<file path="config.mk">
export PLATFORM = sky130hd
export DESIGN_NAME = button_debouncer
export DESIGN_NICKNAME = d
export VERILOG_FILES = /design/src/rtl/button_debouncer.sv
export SDC_FILE = /design/constraint.sdc
export NUM_CORES = 1
export LEC_CHECK = 0
export CAP_MARGIN = 30
export CORE_MARGIN = 2
export CORE_UTILIZATION = 56
export DETAILED_ROUTE_END_ITERATION = 8
export GPL_TIMING_DRIVEN = 0
export HOLD_SLACK_MARGIN = 0.12
export PLACE_DENSITY = 0.76
export SYNTH_ARGS = -nofsm -noshare
export SYNTH_HDL_FRONTEND = slang
export SYNTH_SLANG_ARGS = --single-unit
</file>
<file path="constraint.sdc">
create_clock -name clk -period 1.9 [get_ports clk]
set_input_delay 0.19 -clock clk [delete_from_list [all_inputs] [get_ports clk]]
set_output_delay 0.19 -clock clk [all_outputs]
set_load 0.1 [all_outputs]
</file>
<file path="src/rtl/button_debouncer.sv">
// button_debouncer: synchronise, debounce and edge-detect board push-buttons with sticky press flags
module button_debouncer #(
    parameter int NUM_BUTTONS       = 5,
    parameter int ACTIVE_LOW        = 1,
    parameter int DEBOUNCE_CYCLES   = 1_000_000,
    parameter int LONG_PRESS_CYCLES = 100_000_000
) (
    input  logic                   clk,
    input  logic                   rst_n,
    input  logic [NUM_BUTTONS-1:0] btn_in,
    input  logic [NUM_BUTTONS-1:0] clear_mask,
    output logic [NUM_BUTTONS-1:0] btn_state,
    output logic [NUM_BUTTONS-1:0] press_pulse,
    output logic [NUM_BUTTONS-1:0] release_pulse,
    output logic [NUM_BUTTONS-1:0] long_press_pulse,
    output logic [NUM_BUTTONS-1:0] press_latched,
    output logic                   event_any
);
    localparam int DW = $clog2(DEBOUNCE_CYCLES) + 1;
    localparam int HW = $clog2(LONG_PRESS_CYCLES + 1);
    localparam logic [DW-1:0] DEB_LAST = DW'(DEBOUNCE_CYCLES - 1);
    localparam logic [HW-1:0] HOLD_MAX = HW'(LONG_PRESS_CYCLES);
    localparam logic [HW-1:0] HOLD_LAST = HW'(LONG_PRESS_CYCLES - 1);
    localparam logic [NUM_BUTTONS-1:0] INV = (ACTIVE_LOW != 0) ? '1 : '0;

    logic [NUM_BUTTONS-1:0] sync1_q, sync1_d, sync2_q, sync2_d;
    logic [NUM_BUTTONS-1:0] state_q, state_d, press_q, press_d, release_q, release_d;
    logic [NUM_BUTTONS-1:0] long_q, long_d, latched_q, latched_d, accept;
    logic [NUM_BUTTONS-1:0][DW-1:0] deb_q, deb_d;
    logic [NUM_BUTTONS-1:0][HW-1:0] hold_q, hold_d;

    // next state: normalise pads, count stable mismatches, derive pulses and sticky flags
    always_comb begin
        sync1_d = btn_in ^ INV;
        sync2_d = sync1_q;
        accept  = '0;
        deb_d   = '0;
        hold_d  = '0;
        long_d  = '0;
        for (int i = 0; i < NUM_BUTTONS; i++) begin
            accept[i] = (sync2_q[i] != state_q[i]) && (deb_q[i] == DEB_LAST);
            deb_d[i]  = (sync2_q[i] == state_q[i] || accept[i]) ? '0 : deb_q[i] + 1'b1;
            hold_d[i] = !state_q[i] ? '0 : (hold_q[i] == HOLD_MAX) ? HOLD_MAX : hold_q[i] + 1'b1;
            long_d[i] = state_q[i] && (hold_q[i] == HOLD_LAST);
        end
        state_d   = state_q ^ accept;
        press_d   = accept & ~state_q;
        release_d = accept & state_q;
        latched_d = (latched_q & ~clear_mask) | press_q;
    end

    // state registers; reset discards every partial count and returns pads to "released"
    always_ff @(posedge clk or negedge rst_n) begin
        if (!rst_n) begin
            sync1_q   <= '0;
            sync2_q   <= '0;
            state_q   <= '0;
            press_q   <= '0;
            release_q <= '0;
            long_q    <= '0;
            latched_q <= '0;
            deb_q     <= '0;
            hold_q    <= '0;
        end else begin
            sync1_q   <= sync1_d;
            sync2_q   <= sync2_d;
            state_q   <= state_d;
            press_q   <= press_d;
            release_q <= release_d;
            long_q    <= long_d;
            latched_q <= latched_d;
            deb_q     <= deb_d;
            hold_q    <= hold_d;
        end
    end

    assign btn_state        = state_q;
    assign press_pulse      = press_q;
    assign release_pulse    = release_q;
    assign long_press_pulse = long_q;
    assign press_latched    = latched_q;
    assign event_any        = |latched_q;
endmodule
</file>
# ---- Word-level counts from Yosys, hierarchy flattened
# Cells that the tools add are included.
dict set report totals {
  output_inout_bits 26
  elab_cells 91
  ff_bits 275
  input_bits 12
}
dict set report classes {
  n_mux 15
  reduce_logical 16
  bitwise 8
  add_sub_neg 10
  eq_ne 25
}
# cell count
set ops {}
lappend ops {{27-bit equality test, second input constant} 10}
lappend ops {{27-bit 2-to-1 mux} 10}
lappend ops {{27-bit by 1-bit adder with 27-bit output, second input constant} 5}
lappend ops {{21-bit by 1-bit adder with 21-bit output, second input constant} 5}
lappend ops {{21-bit by 20-bit equality test with 1-bit output, second input constant} 5}
lappend ops {{21-bit 2-to-1 mux} 5}
lappend ops {{5-bit bitwise AND} 3}
lappend ops {{5-bit NOT} 3}
lappend ops {{1-bit logical AND} 10}
lappend ops {{1-bit equality test} 5}
lappend ops {{1-bit logical OR} 5}
lappend ops {{1-bit inequality test} 5}
lappend ops {{5-bit OR} 1}
lappend ops {{5-bit OR reduction} 1}
lappend ops {{5-bit XOR} 1}

# ---- Depth between registers and ports, before layout
dict set report logic_depth {
  depth_word 4
  mapped_depth 7
  ltp_nobuf 6
}

# ---- Worst setup path before layout
# Ideal clock, no wire load.
dict set report synth_path {
  path_type {reg2reg}
  from {reg hold_q[108] (netlist name)}
  to {reg hold_q[134] (netlist name)}
  arrival_time_ns 1.947
  path_stages_with_launch 7
  setup_ns 0.081
  n_path_buf 1
  period_less_slack_ns 2.028
  setup_slack_ns -0.128
  t_required_ns 1.819
  cell_sequence {dfrtp_1 -> ha_1 -> nand4_2 -> or4_1 -> buf_2 -> or4_1 -> a21oi_1}
}
# element line
set synth_rtl {}
lappend synth_rtl {{start, declared} 30} ;# logic [NUM_BUTTONS-1:0][HW-1:0] hold_q, hold_d;
lappend synth_rtl {{start signal, assigned} 73} ;# hold_q <= hold_d;

==> metrics.md <==
| Metric | Value |
|---|---|
| Place WS | -0.636 ns |
| Most used cell, CP | or4_4 |
| Flop2flop setup slack | -0.04 ns |
| Wire length per cell | 16.3 um |
| Worst-path clk slew | 0.06 ns |
| Post-Place Cell Area | approximately 14,000 um2 |
| Slowest cell delay on critical path | around 0.57 ns |
| Core region area | 23,500 um2 |
| Relative slew slack | 0.586 |
| Clock sinks | 275 |
| Fin Clk Skew | roughly 0.022 ns |
| Gr ovfl total | 0 |
| RSZ-0062 raised after global routing | yes |
| Hold Path Class | in2async |
| Failing checks | setup timing |
| Total chip power | approximately 13 mW |
| Final period utilization | 1.02 |
| Crit-path slowest cell | or4_4 |
| Int Pwr | just over 10 mW |
| Power Density | between 700 and 800 nW/um2 |
| Final Util | 0.731 |
| Maximum fanout along the worst path | 5 |
| Tmin final | between 1.5 and 2 ns |
| Fraction of registers with async set/reset | 1.00 |
| Clk buf depth | 3 |
| Run status | finished, violations left |
| Drt first pass iters | 5 |
| First DRT Iteration DRCs | 868 |
| Final Max Slew Viols | 0 |
| Worst Path Required | around 2.4 ns |
| Fraction of layout cells with a size suffix above 1 | 0.248 |
| Post-Syn Nets | 1,414 |
| Syn Inst Count | around 1,400 |
| Commonest non-fill, non-tap cell in the layout | dfrtp_1 |
| Boundary Pins | 38 |
| Vias/cell | between 5 and 6 |
| Vias | around 11,000 |
| Worst reg2reg path startpoint | hold_q[27] |
| CTS tree | built |
| Initial Util | 0.572 |
| Worst R2R End | hold_q[52] |
| CTS root buffer | clkbuf_16 |
| Hold slack | 0.116 ns |
| Final WS setup | -0.0356 ns |
| Arrival @ worst endpoint | around 2.4 ns |
| DRC violations left | 0 |
| Worst Path Buf+Inv | 1 |
| Yosys Warn Count | 0 |
| Mapped cell area | 13,400 um2 |
| CTS H-tree depth | 1 |
| Ant. Diodes | 0 |
| Die extent in x | 159 um |
| DRT antenna net count | 0 |
| Synth unique cells | 46 |
| Net Sw Frac | 0.208 |
| CP Class | reg2reg |
| Final RePlAce weighted congestion | slightly below 0.8 |
| R2r worst-path depth | 5 |
| Flops & latches, synth | about 280 |
| Worst-Skew Late Latency | between 0.5 and 0.6 ns |
| Clock power frac | 0.510 |
| Area growth from synthesis to layout | 27.9% |
| Post-synth EDFFs | 0 |
| Final setup viols | 4 |
| Total Routing Usage GR | 0.225 |
| Final HPWL DP | 17.5 mm |
| Initial antenna violation count | 0 |
| Commonest non-fill, non-tap cells in the layout | dfrtp_1 (246), nor2_1 (143), buf_4 (118), a21oi_1 (80), nand3_1 (77) |
| Synthesized area per cell | just under 10 um2 |
| CTS Buf Count | 30 |
| Die area | 25,200 um2 |
| Vias in the first global route | between 10,000 and 15,000 |
| Nets@finish | about 1,600 |
| Seq pwr share | 0.466 |
| First-pass GRT wire length | 49.2 mm |
| Critical-path cell list | buf_6, nand3_4, or4_4, or4_4, a21oi_2 |
| Peak supply drop | 0.829 mV |
| Die Y | approximately 160 um |
| Final Hold Viols | 0 |
| Critical Path End Type | flop |
| Top_reg_cell synth | dfrtp_1 |
| Logic gate share of total power | 0.024 |
| I/O Buffers | 37 |
| Largest net degree at the start of global routing | 124 |
| Drt total wl | about 31 mm |
| Leak | between 6 and 7 nW |
| Max Fclk | a little over 0.5 GHz |
| Final instance area | ~17,000 um2 |
| Largest delay share family, worst path | simple AND/OR/NAND/NOR gates |
| Num rows | 56 |
| Least-Margin Pin Slew | 0.620 ns |
| Post-synthesis sequential area ratio | 0.513 |
| Net switching power | 2.64 mW |
| CP Launch Type | flop |
| Max-Cap Viols | 0 |
-- worst register-to-register path, delay by kind of cell, from the launching register on --
| kind | cells | cell delay [ns] |
|---|---|---|
| simple gates | 3 | 1.20 |
| flops | 1 | 0.42 |
| compound gates | 1 | 0.13 |
| buf+inv | 1 | 0.14 |
-- layer usage --
| layer | share of wire | wire length (um) | global-route usage | up-vias |
|---|---|---|---|---|
| li1 | - | - | - | 5401 |
| met1 | 0.44 | 13700 | 0.296 | 5660 |
| met2 | 0.50 | 15700 | 0.390 | 242 |
| met3 | 0.038 | 1180 | 0.0313 | 55 |
| met4 | 0.021 | 649 | 0.0621 | 0 |
| met5 | 0 | 0 | 0 | - |
-- cell usage after synthesis, types with 4 or more instances --
| cell type | number | area (um2) |
|---|---|---|
| ha_1 | 15 | 188 |
| nor2_1 | 143 | 537 |
| o31ai_1 | 51 | 383 |
| or3_1 | 58 | 363 |
| nand4_1 | 55 | 344 |
| xnor2_1 | 52 | 455 |
| or4_1 | 61 | 458 |
| nand3_1 | 88 | 440 |
| inv_1 | 65 | 244 |
| nor3b_1 | 6 | 45.0 |
| o21ai_0 | 55 | 275 |
| a21o_1 | 5 | 37.5 |
| nor3_1 | 25 | 125 |
| clkbuf_1 | 41 | 154 |
| dfrtp_1 | 275 | 6880 |
| nand2b_1 | 9 | 56.3 |
| and2_1 | 11 | 68.8 |
| nor4_1 | 22 | 138 |
| mux2_2 | 5 | 56.3 |
| a21oi_1 | 103 | 515 |
| nand2_1 | 70 | 263 |
| and3_1 | 32 | 200 |
| or2_2 | 4 | 25.0 |
| xor2_1 | 63 | 552 |
| nand4_2 | 5 | 62.6 |
| buf_2 | 7 | 35.0 |
| and4_1 | 13 | 114 |
| nor4b_1 | 14 | 123 |
| o41ai_1 | 6 | 52.6 |
-- power by group through the flow --
stage               logic [mW]  clock network, mW  registers [mW]
CTS                      0.285               6.60            5.93
floorplan               0.0754                  0            6.03
global route             0.344               6.84            5.94
finish                   0.303               6.49            5.94
detailed placement       0.257                  0            6.04
global placement         0.236                  0            6.05
-- sequential cells by signal, summed over array words and instances, names as in the netlist, named ones only --
signal            flops
press_pulse           5
hold_q              135
release_pulse         5
sync1_q               5
press_latched         5
long_press_pulse      5
sync2_q               5
deb_q               105
-- cell families after synthesis --
logic type	after synthesis	share of synthesized area
adders and majority gates	15	0.0140
xor gates and xnor gates	115	0.0751
buffers and inverters	114	0.0325
DFF	275	0.513
muxes	6	0.00494
AOI/OAI and AO/OA	232	0.101
and+or+nand+nor	630	0.259
-- how the worst max path moves through the flow --
stage,startpoint,to,slack [ns],cells past startpoint
after floorplan,hold_q[108],hold_q[134],-0.06,6
after global placement,rst_n,asynchronous set/reset pin,-12.22,1
after detailed placement,hold_q[68],hold_q[60],-0.64,6
after CTS,press_latched[0],event_any,-0.16,3
after global routing,hold_q[109],hold_q[134],-0.1,5
final,hold_q[27],hold_q[52],-0.04,5
-- repair_timing --
action	CTS	global route
hold endpoints to repair	155	0
buffers inserted	56	58
endpoints found under the setup margin	232	217
hold buffers	4	0
gates cloned	1	8
resized for setup	168	161
pin swaps	22	55
-- per-stage QoR --
step                      setup TNS, ns  cells
final                           -0.0867   1913
after global routing              -1.21   1913
after CTS                        -0.306   1858
after detailed placement         -33.40   1745
after global placement         -3103.05   1743
after floorplan                 -0.0720   1387
-- area by class of cell --
class | instances | area, um2
Clock buffer | 40 | 850
Sequential cell | 275 | 6920
Inverter | 65 | 244
Multi-Input combinational cell | 1000 | 6820
Buffer | 34 | 251
Fill cell | 1600 | 6310
Tap cell | 319 | 399
Timing Repair Buffer | 164 | 1410
Clock inverter | 16 | 267
(Power assumes the default switching activity.)
==> RTL edit 1 (same flow settings) <==
`DEBOUNCE_CYCLES`: 1_000_000 -> 500_000.
--- a/src/rtl/button_debouncer.sv
+++ b/src/rtl/button_debouncer.sv
@@ -4,3 +4,3 @@
     parameter int ACTIVE_LOW        = 1,
-    parameter int DEBOUNCE_CYCLES   = 1_000_000,
+    parameter int DEBOUNCE_CYCLES   = 500_000,
     parameter int LONG_PRESS_CYCLES = 100_000_000
Check against the original RTL: no difference found for any inputs over 10 cycles, from zero or initial values and one cycle with rst_n low; that may be too few to reach the edited logic, so the function may still have changed.
==> RTL edit 1 against the unedited design <==
Global-route usage up 1.0 points; sequential cell count down 5; utilization down 2.6 points; maximum frequency down 3.1%; cell area down 3.8%; die area down 0.53%; synthesized area down 0.55%; first-iteration DRC count down 6.2%; the flow still finishes with violations (negative setup slack); combinational power down 8.3%; total power down 2.5%; routed wire length down 1.9%; setup slack worse by 0.062 ns; synthesized cell count down 0.87%.
==> RTL edit 1: results (changes against the unedited design) <==
- Synth Net Count: 1402 (-0.85%)
- Skew final: 0.01926 ns (-0.002644 ns)
- Synth top cells by count: 270 x dfrtp_1, 160 x nor2_1, 90 x nand3_1, 79 x a21oi_1, 77 x nand4_1
- End of the critical path: hold_q[131]$_DFF_PN0_
- Placed insts: 1733 (-0.69%)
- DR WL met2: 15300 µm (-2.7%)
- M1 GR Usage: 0.3231 (+0.02733)
- Sw Share: 0.2113 (+0.003678)
- DP Worst Slack: -0.4890 ns (+0.1468 ns)
- Hold crit path type: primary input to register
- Largest net degree at the start of global routing: 122 (-1.6%)
- Fin worst setup slack: -0.09798 ns (-0.06243 ns)
- P_leak: 6.377 nW (-5.7%)
- GPL Wtd Cong: 0.8436 (+7.4%)
- Layout Nets: 1532 (-4.1%)
- 1st-iter DRT viols: 814 (-6.2%)
- Post-DP HPWL: 18450 µm (+5.4%)
- Status: finished, violations left
- Hold_ws: 0.1692 ns (+0.05290 ns)
- Max FO, Critical Path: 4 (-1)
- Layout cells sized above 1: 0.2021 (-0.04634)
- Worst vdd ir: 0.7990 mV (-3.6%)
- Slew headroom: 0.5637 (-0.02273)
- Worst Setup SP: hold_q[109]$_DFF_PN0_
- Vias in the first global route: 10400 (-3.6%)
- Met3 Routed Length: 1168 µm (-0.68%)
- Met3 Use GR: 0.02776 (-0.003585)
- Top flop regs: hold_q x135, deb_q x100
- Post-synthesis sequential area ratio: 0.5062 (-0.006539)
- WP data arrival: 2.49 ns (+0.07 ns)
- Reg2reg path depth: 6 (+1)
- Failing checks: negative setup slack
- DRT Wirelength: 30620 µm (-1.9%)
- Cell variety after synth: 47 (+2.2%)
- Average cell area after synthesis: 9.707 µm² (+0.32%)
- Grt met2 use: 0.3998 (+0.009559)
- First-pass DRT Iterations: 6 (+1)
- Filler cells: 1675 (+4.7%)
- M1 WL: 13490 µm (-1.2%)
- WL per Instance: 16.57 µm (+1.5%)
- Port bufs: 37 (unchanged)
- Placed Area: 14220 µm² (-0.72%)
- Final setup fails: 10 (+6)
- Global-route wire length before repair: 49130 µm (about the same)
- Vias: 11090 (-2.4%)
## RTL edit 1: what timing repair did
action	4_1_cts	5_1_grt
endpoints found under the setup margin	219	185
cloned	1	4
pin swaps	28	33
buffers inserted	43	25
hold endpoints to repair	74	0
hold buffers	5	0
resized for setup	147	125
## RTL edit 1: cell families (layout without fill, tap and decap cells)
| logic type | Yosys count | count (layout) | share of synthesized area |
|---|---|---|---|
| XOR/XNOR | 134 | 134 | 0.08793 |
| flip-flops | 270 | 270 | 0.5062 |
| AO/OA/AOI/OAI | 185 | 185 | 0.08400 |
| buffers and inverters | 100 | 254 | 0.02981 |
| adder cells (fa/ha/maj) | 15 | 15 | 0.01406 |
| AND/OR/NAND/NOR | 665 | 665 | 0.2730 |
| multiplexers | 6 | 6 | 0.004968 |
## RTL edit 1: final cells by class
class | instances | area, µm² | area share
Sequential cell | 270 | 6793 | 0.4117
Multi-Input combinational cell | 1005 | 6749 | 0.4090
Timing Repair Buffer | 117 | 1060 | 0.06423
Clock buffer | 36 | 823.3 | 0.04989
Tap cell | 319 | 399.1 | 0.02419
Clock inverter | 20 | 267.8 | 0.01623
Buffer | 32 | 220.2 | 0.01335
Inverter | 49 | 188.9 | 0.01145
## RTL edit 1: worst max-delay path, stage by stage, from the launching register on
cell and delay (ns):
dfrtp_2 0.41, buf_6 0.12, nand3_4 0.07, or4_4 0.55, buf_6 0.15, or4_1 0.49, a21oi_1 0.14
## RTL edit 1: power groups by stage
stage                     Combinational [mW]  Clock [mW]  Sequential [mW]
after floorplan                       0.0771           0             5.92
after global placement                 0.235           0             5.93
after detailed placement               0.255           0             5.93
after CTS                              0.282        6.39             5.83
after global routing                   0.321        6.64             5.83
final                                  0.278        6.30             5.83
==> RTL edit 2 (same settings) <==
Without the edit above. Add an input register stage for `btn_in` and `clear_mask`, without a reset; this delays them by one clock.
--- a/src/rtl/button_debouncer.sv
+++ b/src/rtl/button_debouncer.sv
@@ -25,2 +25,10 @@
 
+    logic [NUM_BUTTONS-1:0] btn_q;
+    logic [NUM_BUTTONS-1:0] clear_mask_q;
+
+    always_ff @(posedge clk) begin
+        btn_q        <= btn_in;
+        clear_mask_q <= clear_mask;
+    end
+
     logic [NUM_BUTTONS-1:0] sync1_q, sync1_d, sync2_q, sync2_d;
@@ -33,3 +41,3 @@
     always_comb begin
-        sync1_d = btn_in ^ INV;
+        sync1_d = btn_q ^ INV;
         sync2_d = sync1_q;
@@ -48,3 +56,3 @@
         release_d = accept & state_q;
-        latched_d = (latched_q & ~clear_mask) | press_q;
+        latched_d = (latched_q & ~clear_mask_q) | press_q;
     end
Formal check against the unedited RTL: same outputs for any inputs over 10 cycles, from zero or initial values and one cycle with rst_n low; that may be too few to reach the edited logic, so the function may still have changed.
==> RTL edit 2 against the unedited design <==
The run still ends with negative setup slack left; synthesized cell count up 0.72%; first-iteration DRC count fell by 13%; cell area increased by 1.2%; total power decreased by 0.47%; count of clock-buffer cells in the layout increased by 5; setup slack worse by 0.025 ns; worst hold slack better by 0.16 ns; routed wire length grew 0.62%; synthesized area grew 1.5%; final cell count grew 0.89%; via count up 0.21%; sequential cell count increased by 10; largest power group unchanged.
==> RTL edit 2: results (changes against the unedited design) <==
- Worst reg2reg setup slack: -0.06 ns (-0.03 ns)
- Worst vdd ir: 0.8235 mV (-0.64%)
- GPL Wtd Cong: 0.8206 (+4.5%)
- Slowest cell on crit path: o41ai_4
- Postcts setup bufs: 58 (+3.6%)
- Post-DP HPWL: 17850 µm (+2.0%)
- WP data arrival: 2.40 ns (-0.02 ns)
- Synth Net Count: 1424 (+0.71%)
- Hold buffer count at CTS: 11 (+7)
- Reg2reg path depth: 6 (+1)
- Fin worst setup slack: -0.06061 ns (-0.02506 ns)
- Status: finished, violations left
- R2R Path Start: hold_q[113]$_DFF_PN0_
- Layout cells sized above 1: 0.2466 (-0.001856)
- Psw: 2.697 mW (+2.1%)
- Cell variety after synth: 47 (+2.2%)
- Total CTS buffers: 31 (+3.3%)
- Reg2reg end: hold_q[125]$_DFF_PN0_
- Failing checks: negative setup slack
- Resized Gates After CTS: 177 (+5.4%)
- Layout Nets: 1608 (+0.69%)
- Total track usage: 0.2276 (+0.003065)
- Final setup fails: 20 (+16)
- Post-synth ARST share: 0.9649 (-0.03509)
- Global-route wire length before repair: 50150 µm (+2.0%)
RTL edit 2: cell count changes in the layout (fill, tap and decap cells not counted), moves of 4 or more:
cell           delta
buf_4             -7
or3_1             +4
dfxtp_1          +10
clkbuf_2          -6
bufinv_16         -4
clkbuf_8          +6
dfrtp_2           +4
dfrtp_1           -4
dlygate4sd3_1     +7
or3_4             -4
RTL edit 2: worst max-delay path by stage:
stage / endpoint / slack [ns]
after floorplan: hold_q[134]$_DFF_PN0_ / -0.06
after global placement: async pin / -12.18
after detailed placement: event_any / -0.47
after CTS: event_any / -0.01
after global routing: hold_q[125]$_DFF_PN0_ / -0.11
final: hold_q[125]$_DFF_PN0_ / -0.06
RTL edit 2: power by group through the flow:
stage	combinational [mW]	sequential (mW)	clock [mW]
after floorplan	0.0751	6.26	0
after CTS	0.289	6.15	6.30
after global routing	0.346	6.16	6.57
after detailed placement	0.254	6.27	0
final	0.305	6.16	6.20
after global placement	0.236	6.27	0
RTL edit 2: layout make-up:
| cell class | count | area share |
|---|---|---|
| Sequential cell | 285 | 0.4101 |
| Multi-Input combinational cell | 998 | 0.3928 |
| Clock buffer | 45 | 0.05288 |
| Tap cell | 324 | 0.02334 |
| Timing Repair Buffer | 162 | 0.08198 |
| Inverter | 65 | 0.01419 |
| Clock inverter | 13 | 0.008429 |
| Buffer | 38 | 0.01621 |
RTL edit 2: metrics by stage:
| step | hold WS (ns) | cells | utilization | power [mW] | setup WS [ns] |
|---|---|---|---|---|---|
| 2_1_floorplan | -0.1056 | 1397 | - | 6.333 | -0.05664 |
| 3_3_place_gp | 0.3337 | 1758 | 0.6002 | 6.509 | -12.18 |
| 3_5_place_dp | 0.3155 | 1760 | 0.6027 | 6.519 | -0.4741 |
| 4_1_cts | 0.3081 | 1884 | 0.6859 | 12.74 | -0.009710 |
| 5_1_grt | 0.3540 | 1930 | 0.7205 | 13.07 | -0.1071 |
| 6_report | 0.2732 | 1930 | 0.7205 | 12.66 | -0.06061 |
RTL edit 2: logic make-up (layout without fill, tap and decap cells):
kind of cell             count (synthesis)  count (layout)  share of synthesized area
AO/OA/AOI/OAI                          232             232                    0.09976
AND/OR/NAND/NOR                        630             630                     0.2556
buffers and inverters                  114             323                    0.03206
multiplexers                             6               6                   0.004868
XOR/XNOR                               115             115                    0.07395
flip-flops                             285             285                     0.5199
adder cells (fa/ha/maj)                 15              15                    0.01378
RTL edit 2: routing by layer:
layer | share of wire | track usage | vias to the layer above
met5 | 0 | 0 | -
met4 | 0.027 | 0.06102 | 0
met3 | 0.039 | 0.02935 | 83
met2 | 0.50 | 0.3880 | 247
met1 | 0.44 | 0.3102 | 5627
li1 | - | - | 5425
